===== src/rtl/video_decode_pkg.sv =====
// Shared types for the video decode slice: pixel record, FSM states,
// default frame-boundary blank length and small decode helpers.
package video_decode_pkg;

  localparam int unsigned VBLANK_MIN_DEFAULT = 1024;
  localparam logic [8:0]  COORD_MAX          = 9'd511;

  typedef enum logic [1:0] {
    ST_SYNC,
    ST_VBLANK,
    ST_ACTIVE,
    ST_HBLANK
  } state_t;

  typedef struct packed {
    logic [15:0] pc;
    logic        shadow;
    logic [8:0]  x;
    logic [8:0]  y;
    logic        sof;
    logic        eol;
  } pixel_t;

  localparam int unsigned PIXEL_W = $bits(pixel_t);

  // Rebuild the palette word from the DAC-ordered colour buses.
  function automatic logic [15:0] decode_pc(input logic [6:0] r,
                                            input logic [6:0] g,
                                            input logic [6:0] b);
    return {r[0], r[1], g[1], b[1], r[5:2], g[5:2], b[5:2]};
  endfunction

  // Coordinate increment that sticks at the top of the 9-bit range.
  function automatic logic [8:0] sat_inc9(input logic [8:0] v);
    return (v == COORD_MAX) ? v : v + 9'd1;
  endfunction

endpackage


===== src/rtl/video_decode_fifo.sv =====
// First-word-fall-through output buffer for decoded pixel records.
// A push into a full buffer is accepted only when a pop happens in the
// same cycle; otherwise it is ignored and the contents stay unchanged.
// An empty buffer presents an all-zero head.
module video_decode_fifo #(
  parameter int unsigned FIFO_DEPTH = 4,
  parameter int unsigned WIDTH      = 8
) (
  input  logic             CLK_6MB,
  input  logic             RESET,
  input  logic             push,
  input  logic             pop,
  input  logic [WIDTH-1:0] din,
  output logic [WIDTH-1:0] dout,
  output logic             empty,
  output logic             full
);

  localparam int unsigned AW = $clog2(FIFO_DEPTH);

  logic [WIDTH-1:0] mem [FIFO_DEPTH];
  logic [AW:0]      wr_ptr;
  logic [AW:0]      rd_ptr;
  logic             wr_en;
  logic             rd_en;

  assign empty = (wr_ptr == rd_ptr);
  assign full  = (wr_ptr[AW] != rd_ptr[AW]) && (wr_ptr[AW-1:0] == rd_ptr[AW-1:0]);
  assign rd_en = pop && !empty;
  assign wr_en = push && (!full || rd_en);
  assign dout  = empty ? '0 : mem[rd_ptr[AW-1:0]];

  // Pointer update; the extra MSB distinguishes full from empty.
  always_ff @(posedge CLK_6MB) begin
    if (RESET) begin
      wr_ptr <= '0;
      rd_ptr <= '0;
    end else begin
      if (wr_en) wr_ptr <= wr_ptr + (AW+1)'(1);
      if (rd_en) rd_ptr <= rd_ptr + (AW+1)'(1);
    end
  end

  // Storage write; contents need no reset since an empty head reads as zero.
  always_ff @(posedge CLK_6MB) begin
    if (wr_en) mem[wr_ptr[AW-1:0]] <= din;
  end

endmodule


===== src/rtl/video_decode.sv =====
// Video decode: samples the DAC-ordered colour buses and blanking,
// tracks frame/line structure, tags each active pixel with X/Y/SOF/EOL
// and buffers the records for a ready/valid consumer.
// Optional build macro: VIDEO_DECODE_CHECK_EN enables the sticky
// ERR_MISMATCH consistency check; without it the flag is tied low.
module video_decode
  import video_decode_pkg::*;
#(
  parameter int unsigned VBLANK_MIN = VBLANK_MIN_DEFAULT,
  parameter int unsigned FIFO_DEPTH = 4
) (
  input  logic        CLK_6MB,
  input  logic        RESET,
  input  logic        nBNKB,
  input  logic [6:0]  VIDEO_R,
  input  logic [6:0]  VIDEO_G,
  input  logic [6:0]  VIDEO_B,
  input  logic        PIX_READY,
  output logic        PIX_VALID,
  output logic [15:0] PIX_PC,
  output logic        PIX_SHADOW,
  output logic [8:0]  PIX_X,
  output logic [8:0]  PIX_Y,
  output logic        PIX_SOF,
  output logic        PIX_EOL,
  output logic        ERR_MISMATCH,
  output logic        OVERFLOW
);

  localparam int unsigned     CNT_W    = $clog2(VBLANK_MIN + 1);
  localparam logic [CNT_W-1:0] CNT_FULL = CNT_W'(VBLANK_MIN);

  logic             s1_active;
  logic [6:0]       s1_r;
  logic [6:0]       s1_g;
  logic [6:0]       s1_b;

  state_t           state;
  logic [CNT_W-1:0] blank_cnt;
  logic [CNT_W-1:0] blank_cnt_nxt;
  logic             blank_done;
  logic [8:0]       x_cnt;
  logic [8:0]       y_cnt;

  logic             s2_valid;
  pixel_t           s2_pix;
  pixel_t           pix_new;
  pixel_t           push_rec;
  pixel_t           head;

  logic             fifo_empty;
  logic             fifo_full;
  logic             pop;
  logic             overflow_q;

  // S1: register blanking and colour every cycle.
  always_ff @(posedge CLK_6MB) begin
    if (RESET) begin
      s1_active <= 1'b0;
      s1_r      <= '0;
      s1_g      <= '0;
      s1_b      <= '0;
    end else begin
      s1_active <= nBNKB;
      s1_r      <= VIDEO_R;
      s1_g      <= VIDEO_G;
      s1_b      <= VIDEO_B;
    end
  end

  // Blank run length: cleared by any active sample, sticks at VBLANK_MIN.
  always_comb begin
    blank_cnt_nxt = blank_cnt;
    if (s1_active) begin
      blank_cnt_nxt = '0;
    end else if (blank_cnt != CNT_FULL) begin
      blank_cnt_nxt = blank_cnt + CNT_W'(1);
    end
    blank_done = !s1_active && (blank_cnt_nxt == CNT_FULL);
  end

  // Record for the S1 sample, as it would be emitted in the current state.
  always_comb begin
    pix_new        = '0;
    pix_new.pc     = decode_pc(s1_r, s1_g, s1_b);
    pix_new.shadow = s1_r[6];
    pix_new.x      = (state == ST_ACTIVE) ? sat_inc9(x_cnt) : '0;
    pix_new.y      = (state == ST_VBLANK) ? '0 : y_cnt;
    pix_new.sof    = (state == ST_VBLANK);
    pix_new.eol    = 1'b0;
  end

  // Frame/line tracker; loads S2 with each accepted active pixel.
  always_ff @(posedge CLK_6MB) begin
    if (RESET) begin
      state     <= ST_SYNC;
      blank_cnt <= '0;
      x_cnt     <= '0;
      y_cnt     <= '0;
      s2_valid  <= 1'b0;
      s2_pix    <= '0;
    end else begin
      blank_cnt <= blank_cnt_nxt;
      s2_valid  <= 1'b0;
      s2_pix    <= pix_new;
      case (state)
        ST_SYNC: begin
          if (blank_done) state <= ST_VBLANK;
        end
        ST_VBLANK: begin
          if (s1_active) begin
            state    <= ST_ACTIVE;
            x_cnt    <= '0;
            y_cnt    <= '0;
            s2_valid <= 1'b1;
          end
        end
        ST_ACTIVE: begin
          if (s1_active) begin
            x_cnt    <= pix_new.x;
            s2_valid <= 1'b1;
          end else begin
            state <= ST_HBLANK;
            y_cnt <= sat_inc9(y_cnt);
          end
        end
        ST_HBLANK: begin
          if (s1_active) begin
            state    <= ST_ACTIVE;
            x_cnt    <= '0;
            s2_valid <= 1'b1;
          end else if (blank_done) begin
            state <= ST_VBLANK;
          end
        end
        default: state <= ST_SYNC;
      endcase
    end
  end

  // S2 is held one cycle so the sample now in S1 decides end-of-line.
  always_comb begin
    push_rec     = s2_pix;
    push_rec.eol = !s1_active;
  end

  assign pop = PIX_VALID && PIX_READY;

  video_decode_fifo #(
    .FIFO_DEPTH (FIFO_DEPTH),
    .WIDTH      (PIXEL_W)
  ) u_fifo (
    .CLK_6MB (CLK_6MB),
    .RESET   (RESET),
    .push    (s2_valid),
    .pop     (pop),
    .din     (push_rec),
    .dout    (head),
    .empty   (fifo_empty),
    .full    (fifo_full)
  );

  // Sticky overflow: a pixel was dropped because the buffer was full.
  always_ff @(posedge CLK_6MB) begin
    if (RESET) begin
      overflow_q <= 1'b0;
    end else if (s2_valid && fifo_full && !pop) begin
      overflow_q <= 1'b1;
    end
  end

  assign PIX_VALID  = !fifo_empty;
  assign PIX_PC     = head.pc;
  assign PIX_SHADOW = head.shadow;
  assign PIX_X      = head.x;
  assign PIX_Y      = head.y;
  assign PIX_SOF    = head.sof;
  assign PIX_EOL    = head.eol;
  assign OVERFLOW   = overflow_q;

`ifdef VIDEO_DECODE_CHECK_EN
  logic err_q;
  logic sample_bad;

  // Active: shadow and dark bits must agree across channels; blank: all zero.
  always_comb begin
    if (s1_active) begin
      sample_bad = !((s1_r[6] == s1_g[6]) && (s1_g[6] == s1_b[6])) ||
                   !((s1_r[0] == s1_g[0]) && (s1_g[0] == s1_b[0]));
    end else begin
      sample_bad = |{s1_r, s1_g, s1_b};
    end
  end

  // Sticky mismatch flag, cleared only by reset.
  always_ff @(posedge CLK_6MB) begin
    if (RESET) begin
      err_q <= 1'b0;
    end else if (sample_bad) begin
      err_q <= 1'b1;
    end
  end

  assign ERR_MISMATCH = err_q;
`else
  logic unused_check_bits;
  assign unused_check_bits = ^{s1_g[6], s1_b[6], s1_g[0], s1_b[0]};
  assign ERR_MISMATCH      = 1'b0;
`endif

endmodule


===== config.mk =====
export PLATFORM = sky130hd
export DESIGN_NAME = video_decode
export DESIGN_NICKNAME = d
export VERILOG_FILES = /design/src/rtl/video_decode_pkg.sv /design/src/rtl/video_decode_fifo.sv /design/src/rtl/video_decode.sv
export SDC_FILE = /design/constraint.sdc
export NUM_CORES = 1
export LEC_CHECK = 0
export BUFFER_PORTS_ARGS = -buffer_cell sky130_fd_sc_hd__buf_2
export CAP_MARGIN = 10
export CORE_UTILIZATION = 35
export CTS_CLUSTER_SIZE = 28
export DETAILED_ROUTE_END_ITERATION = 8
export PLACE_DENSITY = 0.59
export SLEW_MARGIN = 40
export SYNTH_ARGS = -nofsm -noshare
export SYNTH_HDL_FRONTEND = slang
export SYNTH_SLANG_ARGS = --single-unit

===== constraint.sdc =====
create_clock -name CLK_6MB -period 3.6 [get_ports CLK_6MB]
set_input_delay 0.9 -clock CLK_6MB [delete_from_list [all_inputs] [get_ports CLK_6MB]]
set_output_delay 0.9 -clock CLK_6MB [all_outputs]
set_load 0.03 [all_outputs]

==> flow_metrics.py <==
metrics = {
    "synthesis": {
        "ys_ff_latch": 243,
        "synth_edf_count": 148,
        "syn_area_mm2": 0.00923,
        "postSynth.asyncResetShare_pct": 0,
        "syn_nets": 650,
        "synth_cells": 615,
        "ys_seq_area_share_pct": 68.8,
        "synth.distinct_cells": 51,
        "ys_warn_count": 0,
        "synthFlopType": "edfxtp_1",
        "avgSynthCellArea_um2": 15.0,
    },
    "clock_network": {
        "hold_buffers": 0,
        "clock_latency_ns": 0.51,
        "clk_pin_slew_ns": 0.06,
        "htree_num_levels": 1,
        "cts-resized-gates": 0,
        "cts_made_buffers": 27,
        "clockBufferDepth": 3,
        "cts_root_buffer": "clkbuf_16",
        "post_cts_buffers": 0,
        "cts_sinks": 243,
        "cts_tree": "yes",
    },
    "floorplan": {
        "start_util_pct": 35.5,
        "core-area_mm2": 0.0260,
        "die_area_mm2": 0.0270,
        "die_w_um": 164,
        "num_rows": 59,
        "die_y_um": 164,
        "ioPinCount": 65,
    },
    "power_and_ir_drop": {
        "pwr-share-comb_pct": 1.1,
        "ir_drop_v": 0.000434,
        "p_int_uw": 4520,
        "clockPowerShare_pct": 46.0,
        "power_leakage_uw": 0.00374,
        "power_density_mw_per_mm2": 521,
        "p_sw_share_pct": 19.4,
        "p_switching_uw": 1090,
        "p_seq_share_pct": 52.9,
    },
    "global_routing": {
        "met1_usage_pct": 15.9,
        "grt-busiest-layer": "met2",
        "grt_max_degree": 41,
        "met3_usage_pct": 2.24,
        "grt_overflow": 0,
        "track_usage_pct": 12.6,
        "grt_pass1_vias": 5160,
        "use_met2_pct": 21.9,
        "grt_antenna_before_repair": 0,
        "grt_pass1_wl_um": 26600,
    },
    "drt": {
        "routed_wl_um": 16600,
        "drt-initial-drc-count": 372,
        "num_vias": 5001,
        "viasPerCell": 4.82,
        "drc": 0,
        "wire_per_inst_um": 15.9,
        "final_antenna_net_count": 0,
        "dr.pass1.iters": 4,
    },
    "sta": {
        "fin_crit_ns": 3.14,
        "finalHoldViolations": 0,
        "worst_pin_slew_ns": 0.668,
        "rsz0062_at_grt": "false",
        "fin_hold_ws_ns": 0.436,
        "clock_skew_ns": 0.0131,
        "relSlewSlack_pct": 55.3,
        "min_period_over_period_pct": 87.3,
        "setup_viol": 0,
        "finalSetupTns_ns": 0,
        "slew_viol_final": 0,
        "max_freq_mhz": 318,
    },
    "final_layout": {
        "synthToLayoutAreaGrowth_pct": 16.5,
        "nNetsFinal": 718,
        "antenna_cells": 0,
        "postLayoutCellArea_mm2": 0.0108,
        "layout-drive-gt1-share_pct": 22.8,
        "fill_cells": 2376,
    },
    "setup_path": {
        "reg2reg_slack_ns": 1.46,
        "rr_worst_depth": 6,
        "setup.worst_path.end_class": "output pin",
        "critPathMaxFanout": 24,
        "r2r-start": "x_cnt[0]$_SDFFE_PP0P_",
        "critPathLaunchType": "register",
        "r2r-end": "x_cnt[0]$_SDFFE_PP0P_",
        "cp.arrival_ns": 2.24,
        "required_ns": 2.70,
        "critical_path_class": "reg -> out",
    },
    "placement": {
        "place_area_mm2": 0.00990,
        "hpwl_um": 9810,
        "port_buffers": 59,
        "routabilityCongestion": 0.776,
    },
    "hold_path": {
        "min_from": "s1_g[3]$_SDFF_PP0_",
        "hold_class": "reg -> reg",
        "hold_depth": 1,
        "holdPathEnd": "push_rec[26]$_SDFF_PP0_",
    },
    "status": {
        "status": "complete, no violations",
    },
    "flow_run": {
        "cap_violations": 0,
    },
}
[kinds of logic after synthesis]
group	synth area share, %
other	0.0406
flip-flops	68.8
adder cells (fa/ha/maj)	1.36
buffers and inverters	2.33
XOR/XNOR	2.56
multiplexers	9.46
AND/OR/NAND/NOR	11.8
AO/OA/AOI/OAI	3.70
[flip-flops by register name, summed over array words and instances (netlist names), named ones only]
register	cells
u_fifo.mem	148
push_rec	36
blank_cnt	11
x_cnt	9
y_cnt	9
s1_r	7
s1_b	5
s1_g	5
u_fifo.rd_ptr	3
u_fifo.wr_ptr	3
state	2
OVERFLOW	1
s1_active	1
s2_valid	1
[cell type report]
class                      instances  area (um2)  area share (%)
clock buffer                      36         759            7.06
clock inverter                    13        91.3           0.849
inverter                          15        56.3           0.524
multi-input combinational        327        2700            25.1
sequential                       243        6350            59.0
tap                              335         419            3.90
timing repair buffer              69         383            3.56
[power by group through the flow]
| stage | clock network, uW | logic (uW) | registers, uW |
|---|---|---|---|
| floorplan | 0 | 44.9 | 3020 |
| global placement | 0 | 61.8 | 3020 |
| detailed placement | 0 | 63.7 | 3020 |
| CTS | 2640 | 64.8 | 2960 |
| global route | 2770 | 70.6 | 2970 |
| finish | 2580 | 63.2 | 2960 |
[layout by cell type (no fill, tap or decap), types with 2 or more instances in the layout]
cell type  netlist  routed
dfxtp_2          0       2
buf_4            2       9
nand2b_1         4       4
clkinv_1         0       5
nand2_1         12      12
inv_1           15      15
a41o_1           2       2
nand3_1         13      13
or4_1            2       2
or2_2            3       3
nand4_1          9       9
dfxtp_1         95      93
a211oi_1         4       4
a41oi_1          4       4
a21oi_1         14      14
nor2b_1         37      37
a22oi_1          2       2
clkinv_2         0       5
and3_1           4       4
buf_2            7      59
edfxtp_1       148     148
nor2_1          49      45
xor2_1          12      12
xnor2_1         15      15
clkbuf_1        15       4
clkbuf_8         0       5
a31oi_1          3       3
clkbuf_16        0      27
and2_1          48      48
mux2i_1          4       4
mux4_2          37      37
nand3b_1         2       2
nor2_4           0       4
o21ai_0          8       8
a22o_1           3       3
ha_1            10      10
nor3_1           8       8
[routing by layer]
metal | up-vias | wire length [um]
li1 | 2390 | -
met1 | 2497 | 7440
met2 | 88 | 8120
met3 | 26 | 748
met4 | 0 | 252
met5 | - | 0
[worst max path at each step]
stage              start                    endpoint  slack, ns  cells past startpoint
6_report        register                  PIX_PC[11]       0.46                      4
5_1_grt         register                  PIX_PC[11]       0.33                      4
4_1_cts         register                  PIX_PC[11]       0.40                      4
3_5_place_dp    register                  PIX_PC[11]       0.94                      4
3_3_place_gp    register                  PIX_PC[11]       0.94                      4
2_1_floorplan  PIX_READY  u_fifo.mem[3][0]$_DFFE_PP_       0.37                      3
[critical path: stages, from the launching register on]
cell and delay (ns):
dfxtp_2 0.75, buf_4 0.31, mux4_2 0.31, and2_1 0.18, buf_2 0.18
[through the flow]
step                      cells  setup slack, ns  power (uW)  util (%)
after CTS                  1038            0.402        5670      41.4
final                      1038            0.456        5610      41.4
after global placement      989            0.935        3080      38.1
after global routing       1038            0.325        5800      41.4
after floorplan             615            0.367        3060         -
after detailed placement    989            0.945        3090      38.1
[cells in the mapped netlist (all sizes together), types with 2 or more instances]
cell type | number | area share (%)
xor2 | 12 | 1.1
dfxtp | 95 | 21
o21ai | 9 | 0.49
nand2 | 12 | 0.49
inv | 15 | 0.61
nor4b | 2 | 0.26
a31oi | 3 | 0.20
nand3 | 13 | 0.70
or2 | 3 | 0.20
and3 | 4 | 0.27
mux4 | 37 | 9.0
mux2i | 4 | 0.43
or3 | 2 | 0.15
nor3 | 8 | 0.43
nor2b | 37 | 2.5
nor2 | 49 | 2.0
a211oi | 4 | 0.33
and4 | 2 | 0.20
ha | 10 | 1.4
or4 | 2 | 0.16
a22o | 3 | 0.28
xnor2 | 15 | 1.4
a41o | 2 | 0.22
nand2b | 4 | 0.27
clkbuf | 15 | 0.61
a21oi | 14 | 0.76
a41oi | 4 | 0.38
a22oi | 2 | 0.16
nand4 | 9 | 0.61
buf | 15 | 1.1
and2 | 48 | 3.3
nand3b | 2 | 0.16
edfxtp | 148 | 48
(Power assumes the default switching activity.)
